==> src/rtl/blink_rate_ctrl.sv <==
`default_nettype none
// ============================================================================
// Module      : blink_rate_ctrl
// Description : Upstream control stage for the LED blinker. Debounces a raw
//               push-button, steps a 2-bit blink-rate selector on every
//               accepted press (wrapping 3 -> 0) and emits a one-cycle enable
//               tick every BASE_DIV<<rate_sel clock cycles.
// Ports       : clk       - system clock, rising edge
//               rst_n     - asynchronous active-low reset
//               btn       - raw push-button, active-high, may bounce
//               en        - synchronous tick-generator enable
//               tick      - one-cycle enable pulse to the blinker
//               rate_sel  - current rate index, 0 = fastest
//               btn_pulse - one-cycle pulse per accepted press
// Revision    : 1.0 - initial release
// ============================================================================
module blink_rate_ctrl #(
  parameter int DEBOUNCE_CYCLES = 16,
  parameter int BASE_DIV        = 8
) (
  input  logic       clk,
  input  logic       rst_n,
  input  logic       btn,
  input  logic       en,
  output logic       tick,
  output logic [1:0] rate_sel,
  output logic       btn_pulse
);

  localparam int c_DB_W  = $clog2(DEBOUNCE_CYCLES);
  localparam int c_PRE_W = $clog2(BASE_DIV * 8);
  // One extra bit so the slowest period (BASE_DIV*8) is representable
  // before the -1 is applied.
  localparam int c_PER_W = c_PRE_W + 1;

  localparam logic [c_DB_W-1:0]  c_DB_LAST = c_DB_W'(DEBOUNCE_CYCLES - 1);
  localparam logic [c_PER_W-1:0] c_BASE    = c_PER_W'(BASE_DIV);

  typedef enum logic [1:0] {
    IDLE         = 2'd0,
    PRESS_WAIT   = 2'd1,
    PRESSED      = 2'd2,
    RELEASE_WAIT = 2'd3
  } db_state_t;

  logic               r_sync1;
  logic               r_sync2;
  db_state_t          r_state;
  logic [c_DB_W-1:0]  r_db_cnt;
  logic [c_PRE_W-1:0] r_pre_cnt;
  logic               r_tick;
  logic               r_btn_pulse;
  logic [1:0]         r_rate_sel;

  logic               w_accept;
  logic [c_PER_W-1:0] w_period_last;
  logic               w_terminal;

  // A press is accepted on the edge that leaves PRESS_WAIT towards PRESSED.
  // The prescaler uses the same term so the rate change and counter restart
  // land on one edge.
  assign w_accept      = (r_state == PRESS_WAIT) && r_sync2 && (r_db_cnt == c_DB_LAST);
  assign w_period_last = (c_BASE << r_rate_sel) - c_PER_W'(1);
  assign w_terminal    = ({1'b0, r_pre_cnt} == w_period_last);

  // Two-flop synchronizer; r_sync2 is the only view of the button.
  always_ff @(posedge clk or negedge rst_n) begin
    if (!rst_n) begin
      r_sync1 <= 1'b0;
      r_sync2 <= 1'b0;
    end else begin
      r_sync1 <= btn;
      r_sync2 <= r_sync1;
    end
  end

  // Debounce FSM with registered press pulse and rate selector.
  always_ff @(posedge clk or negedge rst_n) begin
    if (!rst_n) begin
      r_state     <= IDLE;
      r_db_cnt    <= '0;
      r_btn_pulse <= 1'b0;
      r_rate_sel  <= 2'd0;
    end else begin
      r_btn_pulse <= w_accept;
      if (w_accept) begin
        r_rate_sel <= r_rate_sel + 2'd1;
      end
      case (r_state)
        IDLE: begin
          if (r_sync2) begin
            r_state  <= PRESS_WAIT;
            r_db_cnt <= '0;
          end
        end
        PRESS_WAIT: begin
          if (!r_sync2) begin
            r_state <= IDLE;
          end else if (r_db_cnt == c_DB_LAST) begin
            r_state <= PRESSED;
          end else begin
            r_db_cnt <= r_db_cnt + c_DB_W'(1);
          end
        end
        PRESSED: begin
          if (!r_sync2) begin
            r_state  <= RELEASE_WAIT;
            r_db_cnt <= '0;
          end
        end
        RELEASE_WAIT: begin
          // A bounce back high returns to PRESSED without a new pulse.
          if (r_sync2) begin
            r_state <= PRESSED;
          end else if (r_db_cnt == c_DB_LAST) begin
            r_state <= IDLE;
          end else begin
            r_db_cnt <= r_db_cnt + c_DB_W'(1);
          end
        end
        default: r_state <= IDLE;
      endcase
    end
  end

  // Prescaler. A rate change restarts the period and suppresses any tick
  // that would otherwise have coincided with it.
  always_ff @(posedge clk or negedge rst_n) begin
    if (!rst_n) begin
      r_pre_cnt <= '0;
      r_tick    <= 1'b0;
    end else if (w_accept || !en) begin
      r_pre_cnt <= '0;
      r_tick    <= 1'b0;
    end else if (w_terminal) begin
      r_pre_cnt <= '0;
      r_tick    <= 1'b1;
    end else begin
      r_pre_cnt <= r_pre_cnt + c_PRE_W'(1);
      r_tick    <= 1'b0;
    end
  end

  assign tick      = r_tick;
  assign rate_sel  = r_rate_sel;
  assign btn_pulse = r_btn_pulse;

endmodule
`default_nettype wire

==> config.mk <==
export PLATFORM = sky130hd
export DESIGN_NAME = blink_rate_ctrl
export DESIGN_NICKNAME = d
export VERILOG_FILES = /design/src/rtl/blink_rate_ctrl.sv
export SDC_FILE = /design/constraint.sdc
export NUM_CORES = 1
export LEC_CHECK = 0
export ABC_AREA = 1
export CAP_MARGIN = 20
export CORE_MARGIN = 10
export CORE_UTILIZATION = 54
export DETAILED_ROUTE_END_ITERATION = 7
export PLACE_DENSITY = 0.84
export SETUP_SLACK_MARGIN = 0.1
export SYNTH_ARGS = -nofsm -noshare
export SYNTH_HDL_FRONTEND = slang
export SYNTH_SLANG_ARGS = --single-unit
==> constraint.sdc <==
create_clock -name clk -period 1.4 [get_ports clk]
set_clock_uncertainty 0.05 [all_clocks]
set_input_delay 0.28 -clock clk [delete_from_list [all_inputs] [get_ports clk]]
set_output_delay 0.28 -clock clk [all_outputs]
set_load 0.02 [all_outputs]
# Word level (Yosys, flattened, before mapping)

Cells that the tools add are included.

$add $sub $neg: 4
Shift operators: 1
Muxes and demuxes: 17
Reductions and logical operators: 7
Eq/ne operators: 11

Operators with widths:

| cell                                                                    | number |
|---|---|
| 4-bit two-way mux                                                       | 5 |
| 4-bit one-hot mux with 4 select lines                                   | 1 |
| 2-bit two-way mux                                                       | 6 |
| 6-bit two-way mux                                                       | 2 |
| 2-bit inequality test, second input constant                            | 4 |
| 2-bit one-hot mux with 4 select lines                                   | 1 |
| 4-bit AND reduction                                                     | 2 |
| 6-bit by 7-bit equality test with 1-bit output                          | 1 |
| 4-bit by 2-bit << shifter with 7-bit output, first input constant       | 1 |
| 7-bit by 1-bit subtractor with 7-bit output, second input constant      | 1 |
| 6-bit by 1-bit adder with 6-bit output, second input constant           | 1 |
| 4-bit by 1-bit adder with 4-bit output, second input constant           | 1 |
| 2-bit equality test, second input constant                              | 2 |
| 4-bit equality test, second input constant                              | 1 |
| 3-bit by 2-bit inequality test with 1-bit output, second input constant | 1 |
| 3-bit inequality test, second input constant                            | 1 |
| 2-bit by 1-bit adder with 2-bit output, second input constant           | 1 |
| 2-bit by 1-bit equality test with 1-bit output, second input constant   | 1 |
| 1-bit logical AND                                                       | 2 |
| 2-bit logical NOT                                                       | 1 |
| 1-bit two-way mux                                                       | 2 |
| 1-bit logical NOT                                                       | 1 |
| 1-bit logical OR                                                        | 1 |

Output and inout port bits: 4
Logic and storage cells: 48
Register bits after elaboration: 18
Input bits: 4

# Longest topological paths before layout

Gate-level depths: netlist of run 1.

Depth in word-level cells: 5
Gate-level depth with buffers: 10
Mapped depth without buffers: 10

# Worst setup path before layout of run 1

No wires, ideal clock.

Path kind: reg-to-reg
Start: reg r_rate_sel[0], in the netlist rate_sel[0]
End: reg r_pre_cnt[4]
Cell stages (with the launch flop): 11
Data required time: 1.230 ns
Setup time: 0.120 ns
Arrival: 1.247 ns
Slack: -0.017 ns
Cells stage by stage: dfrtp_1 inv_1 ha_1 inv_1 nand2_1 nand2_1 nand2_1 nand2_1 nand2_1 nand2_2 nor2_1

Cells in the longest elaborated chain, start to end: 5

Ends and longest elaborated chain:

| element                                        | line | RTL |
|---|---|---|
| start, declared                                | 53   | `logic [1:0] r_rate_sel;` |
| start signal, assigned                         | 87   | `r_rate_sel <= r_rate_sel + 2'd1;` |
| 4-bit by 2-bit << shifter with 7-bit output    | 63   | `assign w_period_last = (c_BASE << r_rate_sel) - c_PER_W'(1);` |
| 7-bit by 1-bit subtractor with 7-bit output    | 63   |  |
| 6-bit by 7-bit equality test with 1-bit output | 64   | `assign w_terminal = ({1'b0, r_pre_cnt} == w_period_last);` |
| 6-bit two-way mux                              | 135  | `end else if (w_terminal) begin` |
| 6-bit two-way mux                              | 132  | `end else if (w_accept \|\| !en) begin` |
| end signal, assigned                           | 139  | `r_pre_cnt <= r_pre_cnt + c_PRE_W'(1);` |
| end, declared                                  | 50   | `logic [c_PRE_W-1:0] r_pre_cnt;` |

No other way between the ends.
A chain may end at the register's enable or synchronous reset.

# Final worst setup path of run 1

Start: reg r_rate_sel[1], in the netlist rate_sel[1]
End: reg r_pre_cnt[3]

Same word-level chain as after synthesis.

==> implementation parameters, run 1 <==
Parameter                              Value

Outcome
  Status    complete, no violations

Global route
  Number of antenna violations at the first check in global routing    0
  GR Overflow Total    0
  Wire length of the first global-routing pass    2808 um
  Largest net degree at the start of global routing    19
  Vias in the first global route    672
  GRT Overall Usage    0.09560

Pwr
  Switching share of total power    0.2442
  IR Drop Worst-Case VDD    0.0006462 V
  Static leakage    0.5352 nW
  Combinational fraction of design power    0.116
  Internal power summed over all cells    754.9 uW
  Sequential share of power    0.564
  Switching power of the nets    244.0 uW
  Power Dens Cells    870.6 nW/um2
  Clock power frac    0.320

Synth
  Number of storage elements in the synthesis netlist    18
  Post-synth net total    114
  Number of distinct library cells after synthesis    20
  Portion of the post-synthesis area used by sequential elements    0.4932
  Post-synthesis average cell area    8.782 um2
  Count of synthesis-stage warnings from yosys    0
  Post-synthesis instance area    913.4 um2
  Count of mapped cells out of synthesis    104

Die
  Area of the core region    1559 um2
  Vert. Die Dim    61.13 um
  Effective utilization at floorplan    0.5859
  Cell row count    14
  I/O pin total    8
  Width of the die    61.13 um
  Die Area    3736 um2

Place
  Placed cells    129
  Worst-case setup slack after placement    0.02181 ns
  Placed wire-length estimate after detailed placement    1216 um
  GPL Wtd Cong    0.8169
  Count of input and output buffers    7

Critical path
  Worst EP arrival    1.50 ns
  Dominant delay contributor by cell family on the critical path    simple AND/OR/NAND/NOR gates
  Data required time at the worst endpoint    1.55 ns
  Buffer and inverter count on the worst path    2
  Crit-path cells    inv_4 -> ha_4 -> inv_2 -> nand2_2 -> nand3_2 -> nor2_2 -> nand2_2 -> nand2_4 -> nor2_1
  Standard cell with the maximum stage delay on the critical path    dfrtp_2
  Largest fanout of any net on the critical path    4
  Kind of end point of the critical path    flop
  Critical path class    flop to flop
  Max stage delay on crit path    0.46 ns
  Critical path launch point type    flop
  Most prevalent standard cell on the critical path    nand2_2

Clock tree
  Clock tree from TritonCTS    built
  TritonCTS buffer count    3
  Clock latency on the worst-skew pair    0.29 ns
  Clk pin slew, worst setup/hold paths    0.10 ns
  Clock tree root buffer cell    clkbuf_4
  Max Root-Sink Buffers    2
  Hold buffer count at cts    0
  Clock sink count    18
  Clock H-tree levels    1

Final layout
  Most frequent cells in the layout    nand2_1 (27), dfrtp_1 (16), inv_1 (8), nor2_1 (8), buf_4 (6)
  Layout overhead on the synthesized area    25.62%
  Fraction of final layout cells sized beyond drive strength 1    0.3223
  Antenna diode count    0
  Count of non-filler cells in the finished layout    137
  Number of nets in the layout    132
  Commonest non-fill, non-tap cell in the layout    nand2_1

Route
  First-pass DRT Iterations    4
  Vias/cell    5.358
  Average wire per cell in the routed design    13.31 um
  Via count of the routed design    734
  Detailed Route Iter0 Violations    16
  Final Routed Wirelength    1824 um
  DRC violation count after routing    0
  Antenna-violating nets left    0

STA
  Final hold viol count    0
  Remaining max-slew budget at the tightest pin    0.8435
  Worst-case setup margin in the final layout    0.05130 ns
  Share of the clock period used by the worst path    0.9634
  Final hold slack    0.2527 ns
  Final slew viol count    0
  Slew at the pin closest to its max-slew limit    0.2344 ns
  Max Fclk    741.5 MHz
  Setup-failing EPs final    0
  Final min period    1.349 ns
  Unrepaired setup endpoints after global routing    yes

Hold path
  Class of the tightest hold or removal check    primary input to async pin

Job
  Number of max-cap violations    0
[through the flow]
stage / power (mW) / TNS [ns] / cell area [um2] / utilization
detailed placement: 0.6566 / 0 / 1039 / 0.6661
floorplan: 0.6173 / 0 / 933.4 / -
global route: 1.047 / -0.1692 / 1147 / 0.7360
CTS: 0.9679 / 0 / 1084 / 0.6950
finish: 0.9989 / 0 / 1147 / 0.7360
global placement: 0.6523 / 0 / 1039 / 0.6661
[logic make-up after synthesis]
family,count (synthesis),synth area share
AO/OA/AOI/OAI,9,0.06987
XOR/XNOR,3,0.02877
adder cells (fa/ha/maj),6,0.08219
buffers and inverters,12,0.04931
flip-flops,18,0.4931
AND/OR/NAND/NOR,56,0.2767
[layer usage]
layer  vias to the layer above  wire [um]  GRT usage
met5                         -          0          0
met4                         0         35    0.03583
met3                         4         93    0.02675
met2                        17        928     0.1598
met1                       347        767     0.1139
li1                        366          -          -
[final cells by class]
| class | count | area, um2 |
|---|---|---|
| tap | 16 | 20.02 |
| inverter | 12 | 47.55 |
| multi-input combinational | 74 | 495.5 |
| fill | 120 | 411.6 |
| clock buffer | 4 | 36.28 |
| sequential | 18 | 452.9 |
| timing repair buffer | 13 | 95.09 |
[timing repair]
action | in CTS | in global routing
buffers inserted | 0 | 4
gates resized for setup | 15 | 17
pin swaps | 2 | 8
gates cloned | 0 | 0
setup endpoints to repair | 12 | 16
[worst paths after layout]
path | from | end | slack (ns) | cells after the start
max reg2reg | rate_sel[1]$_DFFE_PN0P_ | r_pre_cnt[3]$_DFF_PN0_ | 0.05 | 9
min in group clk | r_sync1$_DFF_PN0_ | r_sync2$_DFF_PN0_ | 0.31 | 0
min | rst_n | r_pre_cnt[3]$_DFF_PN0_ | 0.25 | 2
max in group asynchronous | rst_n | rate_sel[1]$_DFFE_PN0P_ | 0.84 | 2
min reg2reg | r_sync1$_DFF_PN0_ | r_sync2$_DFF_PN0_ | 0.31 | 0
max | rate_sel[1]$_DFFE_PN0P_ | r_pre_cnt[3]$_DFF_PN0_ | 0.05 | 9
[Yosys cell counts]
cell type  count  area [um2]
nand2_1       30       112.6
dfrtp_1       18       450.4
nor2_1        13       48.80
inv_1         11       41.29
ha_1           6       75.07
o21ai_0        6       30.03
nand3_1        5       25.02
nand4_1        2       12.51
xor2_1         2       17.52
a21oi_2        1       8.760
inv_2          1       3.750
nand2_2        1       6.260
nand3_4        1       17.52
nand3b_1       1       7.510
nor2_4         1       11.26
nor3_1         1       5.000
o21ai_2        1       8.760
o21ai_4        1       16.27
or2_1          1       6.260
xnor2_1        1       8.760
[state kept, by name (all words and copies together), names as in the netlist, named ones only]
signal     flops
r_pre_cnt      6
r_db_cnt       4
rate_sel       2
btn_pulse      1
r_state        1
r_sync1        1
r_sync2        1
tick           1
[power by group through the flow]
stage / Clock [mW] / Sequential [mW] / Combinational (mW)
finish: 0.320 / 0.563 / 0.116
floorplan: 0 / 0.570 / 0.0471
detailed placement: 0 / 0.573 / 0.0839
global route: 0.351 / 0.565 / 0.131
global placement: 0 / 0.571 / 0.0811
CTS: 0.319 / 0.562 / 0.0869
(Power assumes the default switching activity.)
==> run 2: changes to the inputs <==
--- a/config.mk
+++ b/config.mk
@@ -8,9 +8,11 @@
 export ABC_AREA = 1
 export CAP_MARGIN = 20
 export CORE_MARGIN = 10
-export CORE_UTILIZATION = 54
+export CORE_UTILIZATION = 58
+export CTS_BUF_LIST = sky130_fd_sc_hd__clkbuf_2 sky130_fd_sc_hd__clkbuf_4 sky130_fd_sc_hd__clkbuf_8
 export DETAILED_ROUTE_END_ITERATION = 7
-export PLACE_DENSITY = 0.84
+export GPL_TIMING_DRIVEN = 0
+export PLACE_DENSITY = 0.89
 export SETUP_SLACK_MARGIN = 0.1
 export SYNTH_ARGS = -nofsm -noshare
 export SYNTH_HDL_FRONTEND = slang
==> implementation parameters, run 2 (synthesis results as in run 1) <==
Parameter                              Value

Global route
  Vias in the first global route    685 (+1.9%)
  GR Overflow Total    0 (unchanged)
  Largest net degree at the start of global routing    19 (unchanged)
  GRT Overall Usage    0.1080 (+0.01245)
  Wire length of the first global-routing pass    2946 um (+4.9%)
  Number of antenna violations at the first check in global routing    0 (unchanged)

Clock tree
  Max Root-Sink Buffers    2 (unchanged)
  Clock tree root buffer cell    clkbuf_4
  Clock latency on the worst-skew pair    0.30 ns (about the same)
  TritonCTS buffer count    3 (unchanged)
  Clk pin slew, worst setup/hold paths    0.11 ns (about the same)
  Clock sink count    18 (unchanged)
  Clock tree from TritonCTS    built
  Clock H-tree levels    1 (unchanged)

Critical path
  Largest fanout of any net on the critical path    6 (+2)
  Crit path to    r_pre_cnt[4]$_DFF_PN0_
  Stages on the worst setup path    9 (unchanged)
  Critical path launch point type    flop
  Most prevalent standard cell on the critical path    nand2_2
  Dominant delay contributor by cell family on the critical path    flip-flops
  Reg2Reg Launch Point    rate_sel[0]$_DFFE_PN0P_
  Data required time at the worst endpoint    1.54 ns (about the same)
  Crit-path cells    inv_2 -> ha_4 -> inv_4 -> nand2_2 -> nand3b_1 -> nand2_1 -> nand2_2 -> nand2_4 -> nor2_2
  Max stage delay on crit path    0.46 ns (about the same)
  Endpoint of the worst register-to-register path    r_pre_cnt[4]$_DFF_PN0_
  Kind of end point of the critical path    flop
  Critical path class    flop to flop
  Worst EP arrival    1.50 ns (about the same)
  Standard cell with the maximum stage delay on the critical path    dfrtp_2
  Launch point of the critical path    rate_sel[0]$_DFFE_PN0P_
  Buffer and inverter count on the worst path    2 (unchanged)
  Flop-to-flop setup slack    0.04 ns (about the same)
  Reg2Reg Depth    9 (unchanged)

STA
  Setup-failing EPs final    0 (unchanged)
  Unrepaired setup endpoints after global routing    yes
  Worst-case setup margin in the final layout    0.04180 ns (-0.009506 ns)
  Final min period    1.358 ns (+0.009506 ns)
  Max Fclk    736.3 MHz (-0.70%)
  Remaining max-slew budget at the tightest pin    0.4725 (-0.3710)
  Final slew viol count    0 (unchanged)
  TNS Setup    0 ns (unchanged)
  Slew at the pin closest to its max-slew limit    0.7887 ns (+0.5543 ns)
  Share of the clock period used by the worst path    0.9701 (+0.006790)
  Final hold viol count    0 (unchanged)

Route
  First-pass DRT Iterations    4 (unchanged)
  Antenna-violating nets left    0 (unchanged)
  Average wire per cell in the routed design    13.69 um (+2.8%)
  Detailed Route Iter0 Violations    20 (+4)
  Vias/cell    5.390 (+0.60%)
  Final Routed Wirelength    1862 um (+2.1%)
  Via count of the routed design    733 (-0.14%)
  DRC violation count after routing    0 (unchanged)

Final layout
  Number of flip-flops under the largest register name    6 (unchanged)
  Register ranked first by flip-flop count    r_pre_cnt
  Most frequent cells in the layout    nand2_1 (27), dfrtp_1 (16), nor2_1 (9)
  Number of nets in the layout    131 (-0.76%)
  Layout overhead on the synthesized area    24.79%
  Fraction of final layout cells sized beyond drive strength 1    0.3250 (+0.002686)
  Antenna diode count    0 (unchanged)
  Commonest non-fill, non-tap cell in the layout    nand2_1
  Fillcell total    98 (-18%)

Die
  Vert. Die Dim    59.69 um (-2.4%)
  Effective utilization at floorplan    0.6063 (+0.02044)
  I/O pin total    8 (unchanged)
  Area of the core region    1506 um2 (-3.4%)
  Cell row count    14 (unchanged)
  Width of the die    59.69 um (-2.4%)
  Die Area    3562 um2 (-4.7%)

Place
  Placed wire-length estimate after detailed placement    1267 um (+4.2%)
  GPL Wtd Cong    0.7942 (-2.8%)
  Count of input and output buffers    7 (unchanged)
  Worst-case setup slack after placement    -0.03532 ns (-0.05714 ns)

Job
  Number of max-cap violations    0 (unchanged)

Pwr
  Static leakage    0.5257 nW (-1.8%)
  Power Dens Cells    869.0 nW/um2 (-0.19%)
  IR Drop Worst-Case VDD    0.0007617 V (+18%)

Outcome
  Status    complete, no violations

Hold path
  Class of the tightest hold or removal check    flop to flop
==> run 2: worst reg2reg max path, cell delays in order, from the launching register on <==
cell and delay [ns]:
dfrtp_2 0.46, inv_2 0.08, ha_4 0.15, inv_4 0.04, nand2_2 0.07, nand3b_1 0.08, nand2_1 0.09, nand2_2 0.08
nand2_4 0.10, nor2_2 0.04
==> run 2: worst min path at each step <==
stage                            startpoint                end  slack [ns]  depth (start not counted)
after global placement    r_sync1$_DFF_PN0_  r_sync2$_DFF_PN0_        0.29                          0
after CTS                 r_sync1$_DFF_PN0_  r_sync2$_DFF_PN0_        0.34                          0
after floorplan                       rst_n          async pin       -0.07                          0
after global routing      r_sync1$_DFF_PN0_  r_sync2$_DFF_PN0_        0.35                          0
after detailed placement  r_sync1$_DFF_PN0_  r_sync2$_DFF_PN0_        0.32                          0
final                     r_sync1$_DFF_PN0_  r_sync2$_DFF_PN0_        0.34                          0
==> run 2: layout make-up <==
cell class | instances | area [um2] | share of cell area
Multi-Input combinational cell | 74 | 495.5 | 0.4347
Sequential cell | 18 | 452.9 | 0.3974
Timing Repair Buffer | 12 | 87.58 | 0.07684
Inverter | 12 | 47.55 | 0.04171
Clock buffer | 4 | 36.28 | 0.03183
Tap cell | 16 | 20.02 | 0.01756
==> run 2: metal layers <==
layer | global-route usage | part of all wire
met1 | 0.1193 | 0.39
met2 | 0.1853 | 0.55
met3 | 0.02119 | 0.038
met4 | 0.06410 | 0.018
met5 | 0 | 0
==> run 2: power breakdown <==
part / total [mW] / switching, mW / internal [mW]
clock network: 0.321 / 0.162 / 0.159
registers: 0.565 / 0.0240 / 0.541
logic: 0.104 / 0.0556 / 0.0487
total: 0.990 / 0.242 / 0.749
==> run 2: metrics by stage <==
| step | power, mW | std cells | area (um2) | hold WS [ns] | util |
|---|---|---|---|---|---|
| 2_1_floorplan | 0.6173 | 104 | 933.4 | -0.06559 | - |
| 3_3_place_gp | 0.6453 | 127 | 1023 | 0.2942 | 0.6794 |
| 3_5_place_dp | 0.6509 | 127 | 1023 | 0.3156 | 0.6794 |
| 4_1_cts | 0.9757 | 133 | 1074 | 0.3409 | 0.7126 |
| 5_1_grt | 1.035 | 136 | 1140 | 0.3489 | 0.7566 |
| 6_report | 0.9905 | 136 | 1140 | 0.3424 | 0.7566 |
==> run 2: what timing repair did <==
item | CTS | global route
pin swaps | 6 | 9
setup endpoints to repair | 13 | 12
hold buffers | 0 | 0
buffers inserted | 2 | 3
resized for setup | 18 | 17
==> run 3: changes to the inputs <==
--- a/config.mk
+++ b/config.mk
@@ -8,12 +8,13 @@
 export ABC_AREA = 1
 export CAP_MARGIN = 20
 export CORE_MARGIN = 10
-export CORE_UTILIZATION = 58
+export CORE_UTILIZATION = 52
 export CTS_BUF_LIST = sky130_fd_sc_hd__clkbuf_2 sky130_fd_sc_hd__clkbuf_4 sky130_fd_sc_hd__clkbuf_8
 export DETAILED_ROUTE_END_ITERATION = 7
 export GPL_TIMING_DRIVEN = 0
-export PLACE_DENSITY = 0.89
+export PLACE_DENSITY = 0.85
 export SETUP_SLACK_MARGIN = 0.1
 export SYNTH_ARGS = -nofsm -noshare
 export SYNTH_HDL_FRONTEND = slang
 export SYNTH_SLANG_ARGS = --single-unit
+export TNS_END_PERCENT = 5
==> constraint.sdc (replaced) <==
create_clock -name clk -period 1.1 [get_ports clk]
set_clock_uncertainty 0.05 [all_clocks]
set_input_delay 0.22 -clock clk [delete_from_list [all_inputs] [get_ports clk]]
set_output_delay 0.22 -clock clk [all_outputs]
set_load 0.02 [all_outputs]
==> implementation parameters, run 3 (synthesis results as in run 1) <==
Parameter                              Value

Route
  DRC violation count after routing    0 (unchanged)
  Final Routed Wirelength    1688 um (-9.3%)
  Detailed Route Iter0 Violations    14 (-30%)
  Via count of the routed design    717 (-2.2%)
  First-pass DRT Iterations    4 (unchanged)
  Average wire per cell in the routed design    12.23 um (-11%)
  Antenna-violating nets left    0 (unchanged)
  Vias/cell    5.196 (-3.6%)

STA
  Share of the clock period used by the worst path    1.238 (+0.2679)
  Final hold viol count    0 (unchanged)
  Setup-failing EPs final    17 (+17)
  Max Fclk    734.3 MHz (-0.26%)
  Worst-case setup margin in the final layout    -0.2618 ns (-0.3036 ns)
  Final min period    1.362 ns (+0.003594 ns)
  Remaining max-slew budget at the tightest pin    0.4859 (+0.01333)
  Slew at the pin closest to its max-slew limit    0.7712 ns (-0.01752 ns)
  Unrepaired setup endpoints after global routing    yes
  TNS Setup    -3.098 ns (-3.098 ns)
  Final slew viol count    0 (unchanged)

Final layout
  Commonest non-fill, non-tap cell in the layout    nand2_1
  Number of nets in the layout    132 (+0.76%)
  Post-Route Utilization    0.6778 (-0.07887)
  Number of flip-flops under the largest register name    6 (unchanged)
  Antenna diode count    0 (unchanged)
  Most frequent cells in the layout    nand2_1 (27), dfrtp_1 (16), inv_1 (8)
  Fillcell total    129 (+32%)
  Layout overhead on the synthesized area    25.34%
  Register ranked first by flip-flop count    r_pre_cnt
  Fraction of final layout cells sized beyond drive strength 1    0.3306 (+0.005579)

Critical path
  Crit-path cells    ha_2 -> nand3_4 -> o21ai_4 -> inv_2 -> nand2_4 -> nor2_2
  Max stage delay on crit path    0.44 ns (-0.02 ns)
  Largest fanout of any net on the critical path    5 (-1)
  Reg2Reg Launch Point    r_db_cnt[0]$_DFFE_PN0P_
  Critical path class    flop to flop
  Reg2Reg Depth    6 (-3)
  Standard cell with the maximum stage delay on the critical path    dfrtp_1
  Worst EP arrival    1.51 ns (about the same)
  Data required time at the worst endpoint    1.24 ns (-0.30 ns)
  Critical path launch point type    flop
  Flop-to-flop setup slack    -0.26 ns (-0.30 ns)
  Launch point of the critical path    r_db_cnt[0]$_DFFE_PN0P_
  Endpoint of the worst register-to-register path    r_pre_cnt[0]$_DFF_PN0_
  Kind of end point of the critical path    flop

Die
  Width of the die    61.91 um (+3.7%)
  Vert. Die Dim    61.91 um (+3.7%)
  Die Area    3833 um2 (+7.6%)
  Area of the core region    1689 um2 (+12%)
  I/O pin total    8 (unchanged)
  Cell row count    15 (+1)
  Effective utilization at floorplan    0.5407 (-0.06557)

Pwr
  Sequential share of power    0.599 (+0.028)
  Static leakage    0.5348 nW (+1.7%)
  IR Drop Worst-Case VDD    0.0007412 V (-2.7%)
  Switching power of the nets    294.2 uW (+22%)
  Clock power frac    0.304 (-0.020)
  Combinational fraction of design power    0.096 (-0.009)
  Power Dens Cells    1050 nW/um2 (+21%)
  Internal power summed over all cells    907.5 uW (+21%)
  Switching share of total power    0.2448 (+0.0005426)

Global route
  Largest net degree at the start of global routing    19 (unchanged)
  Wire length of the first global-routing pass    2622 um (-11%)
  Number of antenna violations at the first check in global routing    0 (unchanged)
  GRT Overall Usage    0.09418 (-0.01387)
  Vias in the first global route    661 (-3.5%)
  GR Overflow Total    0 (unchanged)

Job
  Number of max-cap violations    0 (unchanged)

Outcome
  Status    finished with violations
  Violations in the final reports    negative setup slack

Place
  Placed wire-length estimate after detailed placement    1179 um (-6.9%)
  Count of input and output buffers    7 (unchanged)
  GPL Wtd Cong    0.7765 (-2.2%)

Clock tree
  Clock H-tree levels    1 (unchanged)
  Max Root-Sink Buffers    2 (unchanged)
  Clock sink count    18 (unchanged)
  TritonCTS buffer count    3 (unchanged)
  Hold buffer count at cts    0 (unchanged)
  Clock tree root buffer cell    clkbuf_4
  Clock tree from TritonCTS    built
  Clock latency on the worst-skew pair    0.29 ns (about the same)
  Clk pin slew, worst setup/hold paths    0.10 ns (about the same)

Hold path
  Class of the tightest hold or removal check    primary input to async pin
-- run 3: changes by cell type in the layout (fill, tap and decap cells not counted), moves of 2 or more --
| cell | delta |
|---|---|
| buf_2 | -3 |
| buf_4 | +2 |
| buf_6 | +3 |
| nor2_1 | -2 |
| nor2_2 | +3 |
-- run 3: repair_timing --
item,CTS,global route
pin swaps,8,8
resized for setup,30,10
setup endpoints to repair,22,20
buffers inserted,1,5
-- run 3: per-stage QoR --
step	area (um2)	setup WS, ns	hold slack, ns	total power, mW	cells
after floorplan	933.4	-0.2062	-0.1256	0.7856	104
after global placement	1025	-0.2539	0.2866	0.8217	128
after detailed placement	1025	-0.2563	0.2887	0.8251	128
after CTS	1075	-0.2460	0.07979	1.183	133
after global routing	1145	-0.3233	0.1133	1.272	138
final	1145	-0.2618	0.05043	1.202	138
-- run 3: area by class of cell --
type	count	area, um2	area share
inverters	12	47.55	0.04153
well taps	17	21.27	0.01858
clock buffers	4	30.03	0.02623
flip-flops and latches	18	452.9	0.3956
repair buffers	13	115.1	0.1005
multi-input cells	74	478.0	0.4175
-- run 3: critical path: cells and delay by family, from the launching register on --
| kind | cells | cell delay (ns) |
|---|---|---|
| fa+ha+maj | 1 | 0.25 |
| flops | 1 | 0.44 |
| compound gates | 1 | 0.19 |
| simple gates | 3 | 0.25 |
| buf+inv | 1 | 0.07 |
-- run 3: per-layer routing --
metal / part of all wire / track usage / wire length (um)
met5: 0 / 0 / 0
met4: 0.010 / 0.05732 / 17
met3: 0.031 / 0.03049 / 52
met2: 0.55 / 0.1772 / 920
met1: 0.41 / 0.08493 / 698
-- run 3: how the worst max path moves through the flow --
stage / end / slack, ns / cells past startpoint
final: r_pre_cnt[0]$_DFF_PN0_ / -0.26 / 6
after global placement: rate_sel[0]$_DFFE_PN0P_ / -0.25 / 1
after CTS: r_pre_cnt[4]$_DFF_PN0_ / -0.25 / 7
after global routing: r_pre_cnt[0]$_DFF_PN0_ / -0.32 / 10
after detailed placement: rate_sel[1]$_DFFE_PN0P_ / -0.26 / 1
after floorplan: r_pre_cnt[4]$_DFF_PN0_ / -0.21 / 7
-- run 3: power groups by stage --
stage,Clock [mW],Combinational [mW],Sequential [mW]
finish,0.366,0.116,0.720
global route,0.413,0.135,0.724
CTS,0.368,0.0962,0.718
detailed placement,0,0.0938,0.731
global placement,0,0.0921,0.730
floorplan,0,0.0600,0.726
==> patch 1, RTL diff (config.mk and constraints of run 3) <==
Make the reset (`rst_n`) synchronous in 3 clocked blocks. Comments in the files are not updated.
--- a/src/rtl/blink_rate_ctrl.sv
+++ b/src/rtl/blink_rate_ctrl.sv
@@ -65,5 +65,5 @@
 
   // Two-flop synchronizer; r_sync2 is the only view of the button.
-  always_ff @(posedge clk or negedge rst_n) begin
+  always_ff @(posedge clk) begin
     if (!rst_n) begin
       r_sync1 <= 1'b0;
@@ -76,5 +76,5 @@
 
   // Debounce FSM with registered press pulse and rate selector.
-  always_ff @(posedge clk or negedge rst_n) begin
+  always_ff @(posedge clk) begin
     if (!rst_n) begin
       r_state     <= IDLE;
@@ -126,5 +126,5 @@
   // Prescaler. A rate change restarts the period and suppresses any tick
   // that would otherwise have coincided with it.
-  always_ff @(posedge clk or negedge rst_n) begin
+  always_ff @(posedge clk) begin
     if (!rst_n) begin
       r_pre_cnt <= '0;
Behaviour: differs if rst_n is asserted again (counterexample within 10 cycles, from zero or initial values and one cycle with rst_n low); with rst_n held inactive, the same outputs for 10 cycles.
==> patch 1 against run 3 <==
- the flow still finishes with violations (negative setup slack)
- total power is 5.3% lower
- sequential cell count stayed put
- sequential power is 7.8% lower
- wire length is 12% lower
- area after synthesis is 2.6% lower
- cell area is 5.7% lower
- fmax is 9.0% higher
- setup slack better by 110 ps
- critical endpoint is now r_pre_cnt[5]
- non-clock buffer count is 5 lower
==> patch 1: results (changes against run 3) <==
run_status:
  outcome: "finished, violations left"  # unchanged
  failed_checks: "negative setup slack"  # unchanged
clock_network:
  clockBufferDepth: 2  # unchanged
  clk_pin_slew_ps: 100  # about the same
  htreeDepth: 1  # unchanged
timing:
  tightestPinTransition_ps: 176  # was 771 ps
  finalSetupViolCount: 13  # was 17
  worst_slack_ps: -149  # was -262 ps
  finalSetupTns_ps: -990  # was -3100 ps
power:
  p_leak_uw: 0.000460  # was 0.000535 uW
  peakVddDrop_mv: 0.781  # was 0.741 mV
synth:
  ys.flop_type: "dfxtp_1"  # was dfrtp_1
  synthAdderAreaFrac: 0.0703  # was 0.0822
  synth.most_common_cell: "nand2_1"  # unchanged
  ys_top_cells_by_area: "dfxtp_1, nand2_1, inv_1"  # was dfrtp_1, nand2_1, ha_1
  synth-xor-area-share: 0.0394  # was 0.0288
  synth_compound_area_frac: 0.0436  # was 0.0699
  ys_seq_area_frac: 0.405  # was 0.493
  synth_top_family_by_area: "simple AND/OR/NAND/NOR gates"  # unchanged
  synthTopCellsByCount: "nand2_1, inv_1, dfxtp_1, nor2_1"  # was nand2_1, dfrtp_1, nor2_1, inv_1
  ys_async_sr_fraction: 0  # was 1.00
  synth_cell_types: 18  # was 20
  syn_nets: 124  # was 114
global_routing:
  grt_max_degree: 11  # was 19
  grtUsageTotal: 0.0954  # was 0.0942
  first_global_vias: 707  # was 661
  grt_pass1_wl_um: 2780  # was 2620 um
layout:
  largest_reg_flops: 6  # unchanged
  layout-drive-gt1-share: 0.389  # was 0.331
  final_nets: 136  # was 132
  num_antenna_cells: 0  # unchanged
  num-fill-cells: 130  # was 129
  regMostFlops: "r_pre_cnt"  # unchanged
placement:
  portBuffers: 6  # was 7
  dpl.hpwl_um: 1130  # was 1180 um
  finalWeightedCongestion: 0.715  # was 0.777
  place_ws_ps: -165  # was -256 ps
worst_setup_path:
  cp.arrival_ps: 1390  # was 1510 ps
  worstPathMaxFanout: 6  # was 5
routing:
  wl_per_cell_um: 10.4  # was 12.2 um
  via_per_inst: 4.99  # was 5.20
worst_hold_path:
  hp-class: "in2reg"  # was in2async
patch 1: timing repair:
action / 4_1_cts / 5_1_grt
setup endpoints to repair: 20 / 20
setup buffers: 1 / 0
gates resized for setup: 25 / 7
pin swaps: 5 / 3
patch 1: report_power, final:
| group | switching [uW] | internal (uW) | total (uW) |
|---|---|---|---|
| registers | 7.53 | 656 | 664 |
| logic | 38.8 | 27.8 | 66.7 |
| clock network | 206 | 202 | 408 |
| total | 253 | 886 | 1140 |
patch 1: through the flow:
stage	util	area (um2)	instances
after floorplan	-	932	115
after global placement	0.649	1010	137
after detailed placement	0.649	1010	137
after CTS	0.683	1060	142
after global routing	0.693	1080	142
final	0.693	1080	142
patch 1: worst paths after layout:
kind,startpoint,endpoint,slack (ps),cells past startpoint
worst min-delay path,rst_n,r_sync2,140,3
worst max register to register,rate_sel[0],r_pre_cnt[5],-150,9
worst min register to register,r_sync1,r_sync2,370,2
worst max-delay path,rate_sel[0],r_pre_cnt[5],-150,9
patch 1: cell families after synthesis:
family / Yosys count
AOI/OAI and AO/OA: 7
DFF: 18
buffers and inverters: 22
xor gates and xnor gates: 4
adders and majority gates: 5
and+or+nand+nor: 59
patch 1: layout make-up:
cell class,instances,area [um2],area share
clock buffer,4,36.3,0.0336
buffer,1,7.51,0.00695
timing repair buffer,7,62.6,0.0579
sequential,18,372,0.344
multi-input combinational,75,498,0.461
tap,16,20.0,0.0185
inverter,21,83.8,0.0776
patch 1: worst max-delay path, cell delays in order, from the launching register on:
cell,delay (ps)
dfxtp_4,380
inv_4,70
ha_4,140
inv_2,30
nor2_1,90
nand3_1,90
nand2_2,80
nand2_2,70
nand2_4,120
nor2_2,40
patch 1: per-layer routing:
layer,GRT usage,vias to the layer above,wire length (um)
met2,0.170,17,694
li1,-,372,-
met4,0.0382,0,17
met1,0.104,315,686
met3,0.0267,4,82
met5,0,-,0
==> patch 2, RTL diff (flow settings as in run 3) <==
Without the edit above. Set the parameter `DEBOUNCE_CYCLES` to 32 (it was 16).
--- a/src/rtl/blink_rate_ctrl.sv
+++ b/src/rtl/blink_rate_ctrl.sv
@@ -16,5 +16,5 @@
 // ============================================================================
 module blink_rate_ctrl #(
-  parameter int DEBOUNCE_CYCLES = 16,
+  parameter int DEBOUNCE_CYCLES = 32,
   parameter int BASE_DIV        = 8
 ) (
Function: same outputs for any inputs over 10 cycles, from zero or initial values and one cycle with rst_n low; that may be too few to reach the edited logic, so the function may still have changed.
==> patch 2 against run 3 <==
- the run ends with negative hold slack, negative setup slack left
- total power grew 7.1%
- synthesized cell count grew 3.8%
- cell area grew 6.2%
- global-route usage grew 0.60 points
- setup slack lost 290 ps
- wire length grew 14%
- sequential cell count grew 1
- area after synthesis grew 7.5%
- critical path type unchanged
- critical endpoint is now r_pre_cnt[4]
==> patch 2: results (changes against run 3) <==
run_status:
  outcome: "finished, violations left"  # unchanged
  failed_checks: "negative hold slack, negative setup slack"  # was negative setup slack
global_routing:
  grtUsageTotal: 0.100  # was 0.0942
  met2_usage: 0.177  # about the same
  grt_pass1_wl_um: 3170  # was 2620 um
  use_met1: 0.0903  # was 0.0849
  grt_max_degree: 20  # was 19
power:
  comb_power_share: 0.110  # was 0.096
  p_clk_uw: 392  # was 366 uW
  p_leak_uw: 0.000641  # was 0.000535 uW
  peakVddDrop_mv: 0.909  # was 0.741 mV
timing:
  hold_violations: 19  # was 0
  finalSetupViolCount: 20  # was 17
  holdWs_ps: -73.1  # was 50.4 ps
  slew_headroom: 0.453  # was 0.486
  worst_slack_ps: -555  # was -262 ps
synth:
  synth_cell_types: 24  # was 20
  synthTopCellsByCount: "nand2_1, dfrtp_1, nor2_1, inv_1, ha_1"  # was nand2_1, dfrtp_1, nor2_1, inv_1
  ys_seq_area_frac: 0.484  # was 0.493
  ys_top_cells_by_area: "dfrtp_1, nand2_1, ha_1"  # unchanged
  syn_nets: 120  # was 114
routing:
  dr.first_iter.drc_count: 22  # was 14
  wl_met1_um: 809  # was 698 um
  dr_wl_met3_um: 60  # was 52 um
  dr_wl_met2_um: 996  # was 920 um
layout:
  layout-drive-gt1-share: 0.268  # was 0.331
  final_nets: 140  # was 132
worst_setup_path:
  cp.arrival_ps: 1820  # was 1510 ps
  worstPathMaxFanout: 4  # was 5
clock_network:
  clock_latency_ps: 310  # was 290 ps
placement:
  finalWeightedCongestion: 0.794  # was 0.777
==> patch 2: cell types whose count changed after synthesis, moves of 2 or more <==
cell / delta
nand3_1: +2
ha_1: +2
nand2_4: +2
o21bai_1: +2
o21ai_0: -5
o21ai_1: +2
nand2_1: -3
inv_2: +2
a21oi_1: +2
nor2_1: -2
==> patch 2: area by class of cell <==
type                    instances  share of cell area
well taps                      25              0.0257
plain buffers                   1             0.00926
flip-flops and latches         19               0.392
inverters                      13              0.0422
repair buffers                 15              0.0977
clock buffers                   4              0.0247
multi-input cells              75               0.408
==> patch 2: final timing paths <==
kind,end,slack (ps),cells after the start
min reg2reg,r_sync2,320,0
max in group asynchronous,rate_sel[0],500,1
min,r_pre_cnt[4],-70,1
min in group clk,r_sync1,300,1
max,r_pre_cnt[4],-560,11
max reg2reg,r_pre_cnt[4],-560,11
==> patch 2: metrics by stage <==
step           utilization  std cells  setup WS [ps]  TNS, ps  hold slack, ps
2_1_floorplan            -        108           -500    -6400            -126
3_3_place_gp         0.614        140           -666   -13360             286
3_5_place_dp         0.614        140           -690   -14230             294
4_1_cts              0.645        148           -602    -8400             293
5_1_grt              0.689        152           -651    -9740           -19.5
6_report             0.689        152           -555    -8230           -73.1
==> patch 2: critical path: stages (launching register included) <==
cell     delay (ps)
dfrtp_1         420
ha_4            170
nand2_4          60
nor2_4          160
ha_4            160
nand2_4          60
nor3_4          180
inv_2            70
nand2_4          80
inv_2            40
nand2_4          80
nor2_1           50
==> patch 2: logic make-up (layout without fill, tap and decap cells) <==
group                    count (synthesis)  count (layout)  synth area share
flip-flops                              19              19             0.484
AO/OA/AOI/OAI                            9               9            0.0560
XOR/XNOR                                 3               3            0.0268
buffers and inverters                   14              33            0.0611
adder cells (fa/ha/maj)                  8               8             0.102
AND/OR/NAND/NOR                         55              55             0.270
